$ cat config.mk
export PLATFORM = sky130hd
export DESIGN_NAME = imem_arbiter_flat
export DESIGN_NICKNAME = d
export VERILOG_FILES = /design/src/rtl/imem_arb_pkg.sv /design/src/rtl/imem_arb_if.sv /design/src/rtl/imem_arb_rsp_reg.sv /design/src/rtl/imem_arbiter.sv /design/src/flat_wrapper.sv
export SDC_FILE = /design/constraint.sdc
export NUM_CORES = 1
export LEC_CHECK = 0
export ABC_AREA = 1
export CAP_MARGIN = 10
export CORE_ASPECT_RATIO = 1.25
export CORE_MARGIN = 2
export CORE_UTILIZATION = 35
export CTS_CLUSTER_DIAMETER = 50
export DETAILED_ROUTE_END_ITERATION = 8
export PLACE_DENSITY = 0.82
export REMOVE_ABC_BUFFERS = 1
export SLEW_MARGIN = 20
export SYNTH_ARGS = -nofsm -noshare
export SYNTH_HDL_FRONTEND = slang
export SYNTH_SLANG_ARGS = --single-unit
$ cat constraint.sdc
create_clock -name clk -period 1.55 [get_ports clk]
set_input_delay 0.2325 -clock clk [delete_from_list [all_inputs] [get_ports clk]]
set_output_delay 0.2325 -clock clk [all_outputs]
set_load 0.1 [all_outputs]
$ cat src/rtl/imem_arb_pkg.sv
// Shared types and helpers for the instruction-memory arbiter.
// Holds the FSM state type, word size and the address-legality check.
package imem_arb_pkg;

  typedef enum logic [0:0] {
    FETCH_PRI  = 1'b0,
    LOAD_FORCE = 1'b1
  } arb_state_t;

  localparam int unsigned WORD_BYTES = 4;

  // True when a byte address is not word aligned or is past the last word.
  function automatic logic addr_err(
    input logic [63:0] addr,
    input int unsigned depth
  );
    logic [63:0] idx;
    idx = addr / 64'(WORD_BYTES);
    return (addr[1:0] != 2'b00) || (idx >= 64'(depth));
  endfunction

endpackage

$ cat src/rtl/imem_arb_if.sv
// Bus bundle between fetch/loader requesters, the arbiter and the RAM.
// Modports: slave = arbiter side, master = requesters + RAM side.
interface imem_arb_if #(
  parameter int unsigned AW    = 32,
  parameter int unsigned DEPTH = 64
);
  localparam int unsigned IW = $clog2(DEPTH);

  logic          load_mode;
  logic          f_req;
  logic [AW-1:0] f_addr;
  logic          f_gnt;
  logic          f_rvalid;
  logic [31:0]   f_rdata;
  logic          f_err;
  logic          l_req;
  logic          l_we;
  logic [AW-1:0] l_addr;
  logic [31:0]   l_wdata;
  logic          l_gnt;
  logic          l_rvalid;
  logic [31:0]   l_rdata;
  logic          l_err;
  logic          mem_en;
  logic          mem_we;
  logic [IW-1:0] mem_addr;
  logic [31:0]   mem_wdata;
  logic [31:0]   mem_rdata;

  modport slave (
    input  load_mode, f_req, f_addr,
    input  l_req, l_we, l_addr, l_wdata,
    input  mem_rdata,
    output f_gnt, f_rvalid, f_rdata, f_err,
    output l_gnt, l_rvalid, l_rdata, l_err,
    output mem_en, mem_we, mem_addr, mem_wdata
  );

  modport master (
    output load_mode, f_req, f_addr,
    output l_req, l_we, l_addr, l_wdata,
    output mem_rdata,
    input  f_gnt, f_rvalid, f_rdata, f_err,
    input  l_gnt, l_rvalid, l_rdata, l_err,
    input  mem_en, mem_we, mem_addr, mem_wdata
  );

endinterface

$ cat src/rtl/imem_arb_rsp_reg.sv
// One-cycle response register for a single arbiter port.
// Ports: gnt/err/we of the grant cycle + read data in; rvalid/rdata/err out.
module imem_arb_rsp_reg (
  input  logic        clk,
  input  logic        rst_n,
  input  logic        gnt_i,
  input  logic        err_i,
  input  logic        we_i,
  input  logic [31:0] rdata_i,
  output logic        rvalid_o,
  output logic [31:0] rdata_o,
  output logic        err_o
);

  logic        rvalid_q, rvalid_d;
  logic        err_q, err_d;
  logic [31:0] rdata_q, rdata_d;

  always_comb begin
    rvalid_d = gnt_i;
    err_d    = gnt_i & err_i;
    rdata_d  = (gnt_i & ~err_i & ~we_i) ? rdata_i : '0;
  end

  always_ff @(posedge clk or negedge rst_n) begin
    if (!rst_n) begin
      rvalid_q <= 1'b0;
      err_q    <= 1'b0;
      rdata_q  <= '0;
    end else begin
      rvalid_q <= rvalid_d;
      err_q    <= err_d;
      rdata_q  <= rdata_d;
    end
  end

  assign rvalid_o = rvalid_q;
  assign rdata_o  = rdata_q;
  assign err_o    = err_q;

endmodule

$ cat src/rtl/imem_arbiter.sv
// Fetch/loader arbiter for the single-port instruction RAM.
// Ports: clk, rst_n, bus (imem_arb_if.slave); with IMEM_ARB_STATS_EN also grant/force counters.
module imem_arbiter
  import imem_arb_pkg::*;
#(
  parameter int unsigned AW         = 32,
  parameter int unsigned DEPTH      = 64,
  parameter int unsigned STARVE_MAX = 4
) (
  input  logic        clk,
  input  logic        rst_n,
`ifdef IMEM_ARB_STATS_EN
  output logic [15:0] f_grant_cnt_o,
  output logic [15:0] l_grant_cnt_o,
  output logic [7:0]  force_cnt_o,
`endif
  imem_arb_if.slave   bus
);

  localparam int unsigned IW = $clog2(DEPTH);
  localparam logic [3:0] CNT_TOP = 4'(STARVE_MAX - 1);

  arb_state_t state_q, state_d;
  logic [3:0] cnt_q, cnt_d;
  logic       f_gnt, l_gnt;
  logic       f_bad, l_bad;
  logic       legal;
  logic       to_force;

  assign f_bad = addr_err({{(64-AW){1'b0}}, bus.f_addr}, DEPTH);
  assign l_bad = addr_err({{(64-AW){1'b0}}, bus.l_addr}, DEPTH);

  always_comb begin
    f_gnt = 1'b0;
    l_gnt = 1'b0;
    if (rst_n) begin
      unique case (state_q)
        FETCH_PRI: begin
          f_gnt = bus.f_req & ~bus.load_mode;
          l_gnt = bus.l_req & ~f_gnt;
        end
        LOAD_FORCE: begin
          l_gnt = bus.l_req;
          f_gnt = bus.f_req & ~bus.l_req & ~bus.load_mode;
        end
      endcase
    end
  end

  // Denials only reach CNT_TOP, where the FSM leaves, so cnt never wraps.
  always_comb begin
    state_d  = state_q;
    cnt_d    = cnt_q;
    to_force = 1'b0;
    unique case (state_q)
      FETCH_PRI: begin
        if (l_gnt || !bus.l_req) begin
          cnt_d = '0;
        end else if (cnt_q >= CNT_TOP) begin
          state_d  = LOAD_FORCE;
          cnt_d    = '0;
          to_force = 1'b1;
        end else begin
          cnt_d = cnt_q + 4'd1;
        end
      end
      LOAD_FORCE: begin
        cnt_d = '0;
        if (l_gnt || !bus.l_req) state_d = FETCH_PRI;
      end
    endcase
  end

  always_ff @(posedge clk or negedge rst_n) begin
    if (!rst_n) begin
      state_q <= FETCH_PRI;
      cnt_q   <= '0;
    end else begin
      state_q <= state_d;
      cnt_q   <= cnt_d;
    end
  end

  assign bus.f_gnt = f_gnt;
  assign bus.l_gnt = l_gnt;

  assign legal = (f_gnt & ~f_bad) | (l_gnt & ~l_bad);

  always_comb begin
    bus.mem_en    = legal;
    bus.mem_we    = legal & l_gnt & bus.l_we;
    bus.mem_wdata = legal ? bus.l_wdata : '0;
    bus.mem_addr  = '0;
    if (legal)
      bus.mem_addr = f_gnt ? bus.f_addr[IW+1:2]
                           : bus.l_addr[IW+1:2];
  end

  imem_arb_rsp_reg u_f_rsp (
    .clk      (clk),
    .rst_n    (rst_n),
    .gnt_i    (f_gnt),
    .err_i    (f_bad),
    .we_i     (1'b0),
    .rdata_i  (bus.mem_rdata),
    .rvalid_o (bus.f_rvalid),
    .rdata_o  (bus.f_rdata),
    .err_o    (bus.f_err)
  );

  imem_arb_rsp_reg u_l_rsp (
    .clk      (clk),
    .rst_n    (rst_n),
    .gnt_i    (l_gnt),
    .err_i    (l_bad),
    .we_i     (bus.l_we),
    .rdata_i  (bus.mem_rdata),
    .rvalid_o (bus.l_rvalid),
    .rdata_o  (bus.l_rdata),
    .err_o    (bus.l_err)
  );

`ifdef IMEM_ARB_STATS_EN
  logic [15:0] fcnt_q, lcnt_q;
  logic [7:0]  xcnt_q;

  always_ff @(posedge clk or negedge rst_n) begin
    if (!rst_n) begin
      fcnt_q <= '0;
      lcnt_q <= '0;
      xcnt_q <= '0;
    end else begin
      if (f_gnt)    fcnt_q <= fcnt_q + 16'd1;
      if (l_gnt)    lcnt_q <= lcnt_q + 16'd1;
      if (to_force) xcnt_q <= xcnt_q + 8'd1;
    end
  end

  assign f_grant_cnt_o = fcnt_q;
  assign l_grant_cnt_o = lcnt_q;
  assign force_cnt_o   = xcnt_q;
`else
  logic unused_force;
  assign unused_force = to_force;
`endif

endmodule

$ cat src/flat_wrapper.sv
// flat-port wrapper written by rule: the top's interface ports become plain ports
module imem_arbiter_flat import imem_arb_pkg::*;
#(
  parameter int unsigned AW         = 32,
  parameter int unsigned DEPTH      = 64,
  parameter int unsigned STARVE_MAX = 4
)
  (clk, rst_n, bus_load_mode, bus_f_req, bus_f_addr, bus_l_req, bus_l_we, bus_l_addr, bus_l_wdata, bus_mem_rdata, bus_f_gnt, bus_f_rvalid, bus_f_rdata, bus_f_err, bus_l_gnt, bus_l_rvalid, bus_l_rdata, bus_l_err, bus_mem_en, bus_mem_we, bus_mem_addr, bus_mem_wdata);
  imem_arb_if #(.AW(AW), .DEPTH(DEPTH)) bus_i ();
  input  logic clk;
  input  logic rst_n;
  input wire logic [$bits(bus_i.load_mode)-1:0] bus_load_mode;
  input wire logic [$bits(bus_i.f_req)-1:0] bus_f_req;
  input wire logic [$bits(bus_i.f_addr)-1:0] bus_f_addr;
  input wire logic [$bits(bus_i.l_req)-1:0] bus_l_req;
  input wire logic [$bits(bus_i.l_we)-1:0] bus_l_we;
  input wire logic [$bits(bus_i.l_addr)-1:0] bus_l_addr;
  input wire logic [$bits(bus_i.l_wdata)-1:0] bus_l_wdata;
  input wire logic [$bits(bus_i.mem_rdata)-1:0] bus_mem_rdata;
  output wire logic [$bits(bus_i.f_gnt)-1:0] bus_f_gnt;
  output wire logic [$bits(bus_i.f_rvalid)-1:0] bus_f_rvalid;
  output wire logic [$bits(bus_i.f_rdata)-1:0] bus_f_rdata;
  output wire logic [$bits(bus_i.f_err)-1:0] bus_f_err;
  output wire logic [$bits(bus_i.l_gnt)-1:0] bus_l_gnt;
  output wire logic [$bits(bus_i.l_rvalid)-1:0] bus_l_rvalid;
  output wire logic [$bits(bus_i.l_rdata)-1:0] bus_l_rdata;
  output wire logic [$bits(bus_i.l_err)-1:0] bus_l_err;
  output wire logic [$bits(bus_i.mem_en)-1:0] bus_mem_en;
  output wire logic [$bits(bus_i.mem_we)-1:0] bus_mem_we;
  output wire logic [$bits(bus_i.mem_addr)-1:0] bus_mem_addr;
  output wire logic [$bits(bus_i.mem_wdata)-1:0] bus_mem_wdata;
  assign bus_i.load_mode = bus_load_mode;
  assign bus_i.f_req = bus_f_req;
  assign bus_i.f_addr = bus_f_addr;
  assign bus_i.l_req = bus_l_req;
  assign bus_i.l_we = bus_l_we;
  assign bus_i.l_addr = bus_l_addr;
  assign bus_i.l_wdata = bus_l_wdata;
  assign bus_i.mem_rdata = bus_mem_rdata;
  assign bus_f_gnt = bus_i.f_gnt;
  assign bus_f_rvalid = bus_i.f_rvalid;
  assign bus_f_rdata = bus_i.f_rdata;
  assign bus_f_err = bus_i.f_err;
  assign bus_l_gnt = bus_i.l_gnt;
  assign bus_l_rvalid = bus_i.l_rvalid;
  assign bus_l_rdata = bus_i.l_rdata;
  assign bus_l_err = bus_i.l_err;
  assign bus_mem_en = bus_i.mem_en;
  assign bus_mem_we = bus_i.mem_we;
  assign bus_mem_addr = bus_i.mem_addr;
  assign bus_mem_wdata = bus_i.mem_wdata;
  imem_arbiter #(.AW(AW), .DEPTH(DEPTH), .STARVE_MAX(STARVE_MAX)) u_core (.clk(clk), .rst_n(rst_n), .bus(bus_i));
endmodule
## Word level (Yosys, flattened, before mapping)

Cells that the tools add are included.

- Register bits: 73
- Latch bits: 0
- Memory bits (writable): 0
- ROM bits: 0
- Input bits: 134
- Output and inout bits: 110
- Word-level logic and storage cells: 53
- Memories: 0

- Add/subtract/negate cells: 1
- Multipliers: 0
- Divide/modulo/power cells: 0
- Magnitude comparators: 3
- Equal/unequal tests: 0
- Shift operators: 0
- Muxes and demuxes: 16
- Bitwise logic cells: 19
- Reductions and logical operators: 6

Operators by type and width:

| kind | count |
|---|---|
| 32-bit two-way mux | 3 |
| 30-bit by 7-bit greater-or-equal comparator with 1-bit output (second input constant) | 2 |
| 6-bit two-way mux | 2 |
| 1-bit AND | 11 |
| 4-bit two-way mux | 2 |
| 4-bit case mux with 2 select lines | 1 |
| 1-bit inverter | 7 |
| 1-bit case mux with 2 select lines | 3 |
| 1-bit two-way mux | 5 |
| 4-bit by 1-bit adder with 4-bit output (second input constant) | 1 |
| 4-bit by 2-bit greater-or-equal comparator with 1-bit output (second input constant) | 1 |
| 2-bit nonzero test | 2 |
| 1-bit logical OR | 3 |
| 1-bit zero test | 1 |
| 1-bit bitwise OR | 1 |

## Longest topological paths before layout

- Depth in word-level cells: 10
- Mapped depth: 8
- Depth with buffers taken out: 7

## Modules after synthesis

From an unflattened synthesis, not the netlist that was laid out.

- Cells, all modules: 391
- Area, all modules: 3,465.8 µm²

Modules (own cells, without submodules):

| module | instances | cells each | area an instance (µm²) | seq. area each (µm²) |
|---|---|---|---|---|
| imem_arb_rsp_reg | 2 | 106 | 1,232.4 | 850.8 |
| imem_arbiter | 1 | 179 | 1,001.0 | 125.1 |

## Worst setup path before layout

No wires, ideal clock.

- Kind: register to output
- From: reg u_core.state_q
- To: out bus_mem_wdata[4]
- Data arrival time: 2.776 ns
- Required time: 1.317 ns
- Slack: -1.459 ns
- Cell stages (with the launch flop): 8
- Path buffers: 1
- Path through: dfrtp_1 -> inv_1 -> nand2_1 -> nand3_2 -> inv_2 -> nand3_2 -> buf_2 -> a21oi_1

- Word-level cells in the longest chain between the ends: 6
- Elaborated cells between the ends (all ways): 9
- Those cells by class: mux (5); bitwise (4)

RTL lines:

| what | line | text |
|---|---|---|
| start, declared | imem_arbiter.sv:23 | `arb_state_t state_q, state_d;` |
| start signal, assigned | imem_arbiter.sv:79 | `state_q <= state_d;` |
| 1-bit inverter | imem_arbiter.sv:37 | `unique case (state_q)` |
| 1-bit case mux with 2 select lines * | imem_arbiter.sv:37 |  |
| 1-bit two-way mux * | imem_arbiter.sv:36 | `if (rst_n) begin` |
| net bus_l_gnt | flat_wrapper.sv:24 | `output wire logic [$bits(bus_i.l_gnt)-1:0] bus_l_gnt;` |
| 1-bit AND * | imem_arbiter.sv:87 | `assign legal = (f_gnt & ~f_bad) \| (l_gnt & ~l_bad);` |
| 1-bit bitwise OR * | imem_arbiter.sv:87 |  |
| 32-bit two-way mux * | imem_arbiter.sv:92 | `bus.mem_wdata = legal ? bus.l_wdata : '0;` |
| end, declared | flat_wrapper.sv:31 | `output wire logic [$bits(bus_i.mem_wdata)-1:0] bus_mem_wdata;` |

The timed path passes the listed nets; every way through them passes the cells marked *.

## Final worst setup path

- From: reg u_core.state_q
- To: out bus_mem_wdata[26]

- Word-level cells in the longest chain between the ends: 6
- Elaborated cells between the ends (all ways): 9
- Those cells by class: mux (5); bitwise (4)

RTL lines:

| what | line |
|---|---|
| 1-bit inverter | imem_arbiter.sv:37 |
| 1-bit case mux with 2 select lines | imem_arbiter.sv:37 |
| 1-bit two-way mux | imem_arbiter.sv:36 |
| 1-bit AND | imem_arbiter.sv:87 |
| 1-bit bitwise OR * | imem_arbiter.sv:87 |
| 32-bit two-way mux * | imem_arbiter.sv:92 |

Every way passes the cells marked *; elsewhere a longest branch is shown, timed or not.

==> results <==
## stage by stage
step	instance area (sq um)	worst slack, ns
6_report	8610	-0.704
5_1_grt	8610	-0.745
4_1_cts	7870	-0.488
3_5_place_dp	7070	-0.655
3_3_place_gp	7070	-0.508
2_1_floorplan	3190	-2.68
## layout by cell type (no fill, tap or decap), drive strengths merged
| cell | n |
|---|---|
| clkdlybuf4s50 | 79 |
| diode | 1 |
| nand3 | 7 |
| a21oi | 45 |
| clkdlybuf4s15 | 4 |
| conb | 2 |
| clkinvlp | 1 |
| nand4 | 1 |
| clkbuf | 23 |
| clkinv | 1 |
| nor2 | 103 |
| nand3b | 1 |
| inv | 94 |
| a21boi | 1 |
| ha | 1 |
| nand2 | 22 |
| nor3 | 1 |
| buf | 171 |
| and3 | 1 |
| dfrtp | 73 |
| dlymetal6s2s | 9 |
| bufinv | 3 |
| dlygate4sd3 | 1 |
| dlygate4sd2 | 31 |
## final timing paths
kind | endpoint | slack [ns] | startpoint
hold reg to reg | u_core.cnt_q[0] | 0.45 | u_core.cnt_q[0]
hold / removal | u_core.u_l_rsp.rdata_o[22] | 0.19 | rst_n
max in group asynchronous | u_core.u_f_rsp.rdata_o[29] | 0.81 | rst_n
setup / recovery | bus_mem_wdata[26] | -0.70 | u_core.state_q
setup reg to reg | u_core.u_f_rsp.rdata_o[19] | -0.12 | u_core.state_q
min in group clk | u_core.u_l_rsp.err_o | 0.34 | rst_n
## state kept, by name, indices dropped and copies added, names as in the netlist
signal,count
u_core.cnt_q,4
u_core.state_q,1
u_core.u_f_rsp.err_o,1
u_core.u_f_rsp.rdata_o,32
u_core.u_f_rsp.rvalid_o,1
u_core.u_l_rsp.err_o,1
u_core.u_l_rsp.rdata_o,32
u_core.u_l_rsp.rvalid_o,1
## area by class of cell
type / count / area (sq um)
Multi-Input combinational cell: 185 / 1630
Antenna cell: 1 / 2.50
Fill cell: 239 / 559
Inverter: 94 / 358
Tap cell: 123 / 154
Clock inverter: 5 / 103
Clock buffer: 11 / 243
Timing Repair Buffer: 307 / 4300
Sequential cell: 73 / 1830
## per-layer routing
metal / vias to the layer above / GRT usage / share of wire
met3: 88 / 0.0945 / 0.081
met4: 0 / 0.167 / 0.071
met5: - / 0 / 0
li1: 1674 / - / -
met1: 1895 / 0.266 / 0.30
met2: 295 / 0.521 / 0.54
## worst max-delay path: stages, from the launching register on
cell and delay (ns):
dfrtp_1 0.40, inv_1 0.10, nand2_2 0.10, nand3_2 0.10
inv_2 0.11, nand3_4 0.22, clkbuf_16 0.27, a21oi_4 0.17
buf_12 0.19
## where the power goes
group	total [mW]	internal, mW	switching, mW
Clock	2.44	1.61	0.829
Sequential	1.92	1.92	0.00825
Combinational	0.760	0.374	0.387
Total	5.13	3.90	1.22
## kinds of logic after synthesis
kind of cell               after synthesis  share of synthesized area
and+or+nand+nor                        136                      0.195
DFF                                     73                      0.549
other                                    1                    0.00113
adders and majority gates                1                    0.00376
buffers and inverters                  110                      0.149
AOI/OAI and AO/OA                       46                      0.103
## repair_timing
item,CTS,global route
pin swaps,23,68
buffers inserted,31,14
setup endpoints to repair,42,105
cloned,2,10
hold endpoints to repair,2,0
gates resized for setup,87,155
hold buffers,1,0
==> summary.txt <==
Finish
  – Layout Utilization: 0.939
  – Share of cells above drive strength 1: 0.462
  – Area grow syn2layout: 159%
  – Post-layout nets: 805
  – Non-Filler Instances: 799

Yosys
  – Warnings from Yosys: 0
  – Seq/Total Area, Yosys: 0.549
  – Syn Std Cell Area: 3330 sq um
  – Dominant cells by area after synthesis: dfrtp_1 (55%), inv_1 (10%), nor2_1 (7.8%)
  – Synthesized area per cell: 9.06 sq um
  – Most frequent cells after synthesis: inv_1 (93), dfrtp_1 (73), nor2_1 (69)
  – Yosys top cell by area: dfrtp_1
  – Post-synth top area share: 0.549
  – Cell with the most instances after synthesis: inv_1
  – Yosys reg bits: 73
  – Synth cell types: 22
  – Main synth FF type: dfrtp_1
  – Number of synthesized flops with an enable pin: 0
  – Cells after Synth: 367
  – Ys async rst share: 1.00

Global routing
  – Initial antenna violation count: 1
  – Overflow after GRT: 0
  – Largest net degree at the start of global routing: 72
  – Vias in the first global route: 4082
  – GRT Util Overall: 0.281
  – First-pass GRT wire length: 21800 um

Status
  – Status: finished, violations left
  – Failing checks: setup timing

Detailed routing
  – Avg Vias per Cell: 4.95
  – Antenna Nets Post-Route: 0
  – Routed len/inst: 24.1 um
  – Initial DRC Count: 213
  – Drt pass-1 iters: 4
  – DRC: 0
  – Final WL: 19300 um
  – Via Count: 3952

CTS
  – CTS Buffer Depth: 2
  – Clock Sinks: 73
  – H-tree level count: 3
  – TritonCTS Buffers: 9
  – Clock root cell: clkbuf_16
  – Worst-path clk slew: 0.06 ns
  – TritonCTS clock tree: yes
  – Worst-skew pair later-pin latency: 0.34 ns

Placement
  – HPWL Detailed: 9700 um
  – Routability cong.: 0.822
  – I/O Buffers: 243
  – Placed Instances: 739

STA
  – Final setup margin: -0.704 ns
  – Worst Tran Pin Value: 0.869 ns
  – Tcrit/Tclk final: 1.45
  – WHS: 0.189 ns
  – Endpoints failing hold: 0
  – Slew Limit Fails: 0
  – Fin Clk Skew: 0.00658 ns
  – Final setup TNS: -41.34 ns
  – Min Tclk post-route: 2.25 ns
  – Max Fclk: 444 MHz
  – Final setup fails: 80
  – Slew headroom: 0.421
  – RSZ-0062 raised after global routing: true

Floorplan
  – # rows: 39
  – Core box area: 9170 sq um
  – Die area: 10300 sq um
  – Starting Density: 0.363
  – Die height: 113 um
  – I/O pin cnt: 244
  – Chip width: 91.2 um

Hold path
  – Hold Path Class: in -> async

Power and ir drop
  – Pwr dens: 595 nW/um^2
  – Leak pwr: 4.06 nW
  – Total power: 5.13 mW
  – Worst IR Drop VDD: 0.524 mV

Worst setup path
  – Critical path launch point type: register
  – CP Data Required Time: 1.32 ns
  – Crit. End Element: primary output
  – Crit path DAT: 2.02 ns
  – Worst Reg-to-Reg Cells: 6
  – Crit path max fanout: 7
  – CP Class: reg -> out

Run
  – Maxcap violations: 0
(Power assumes the default switching activity.)
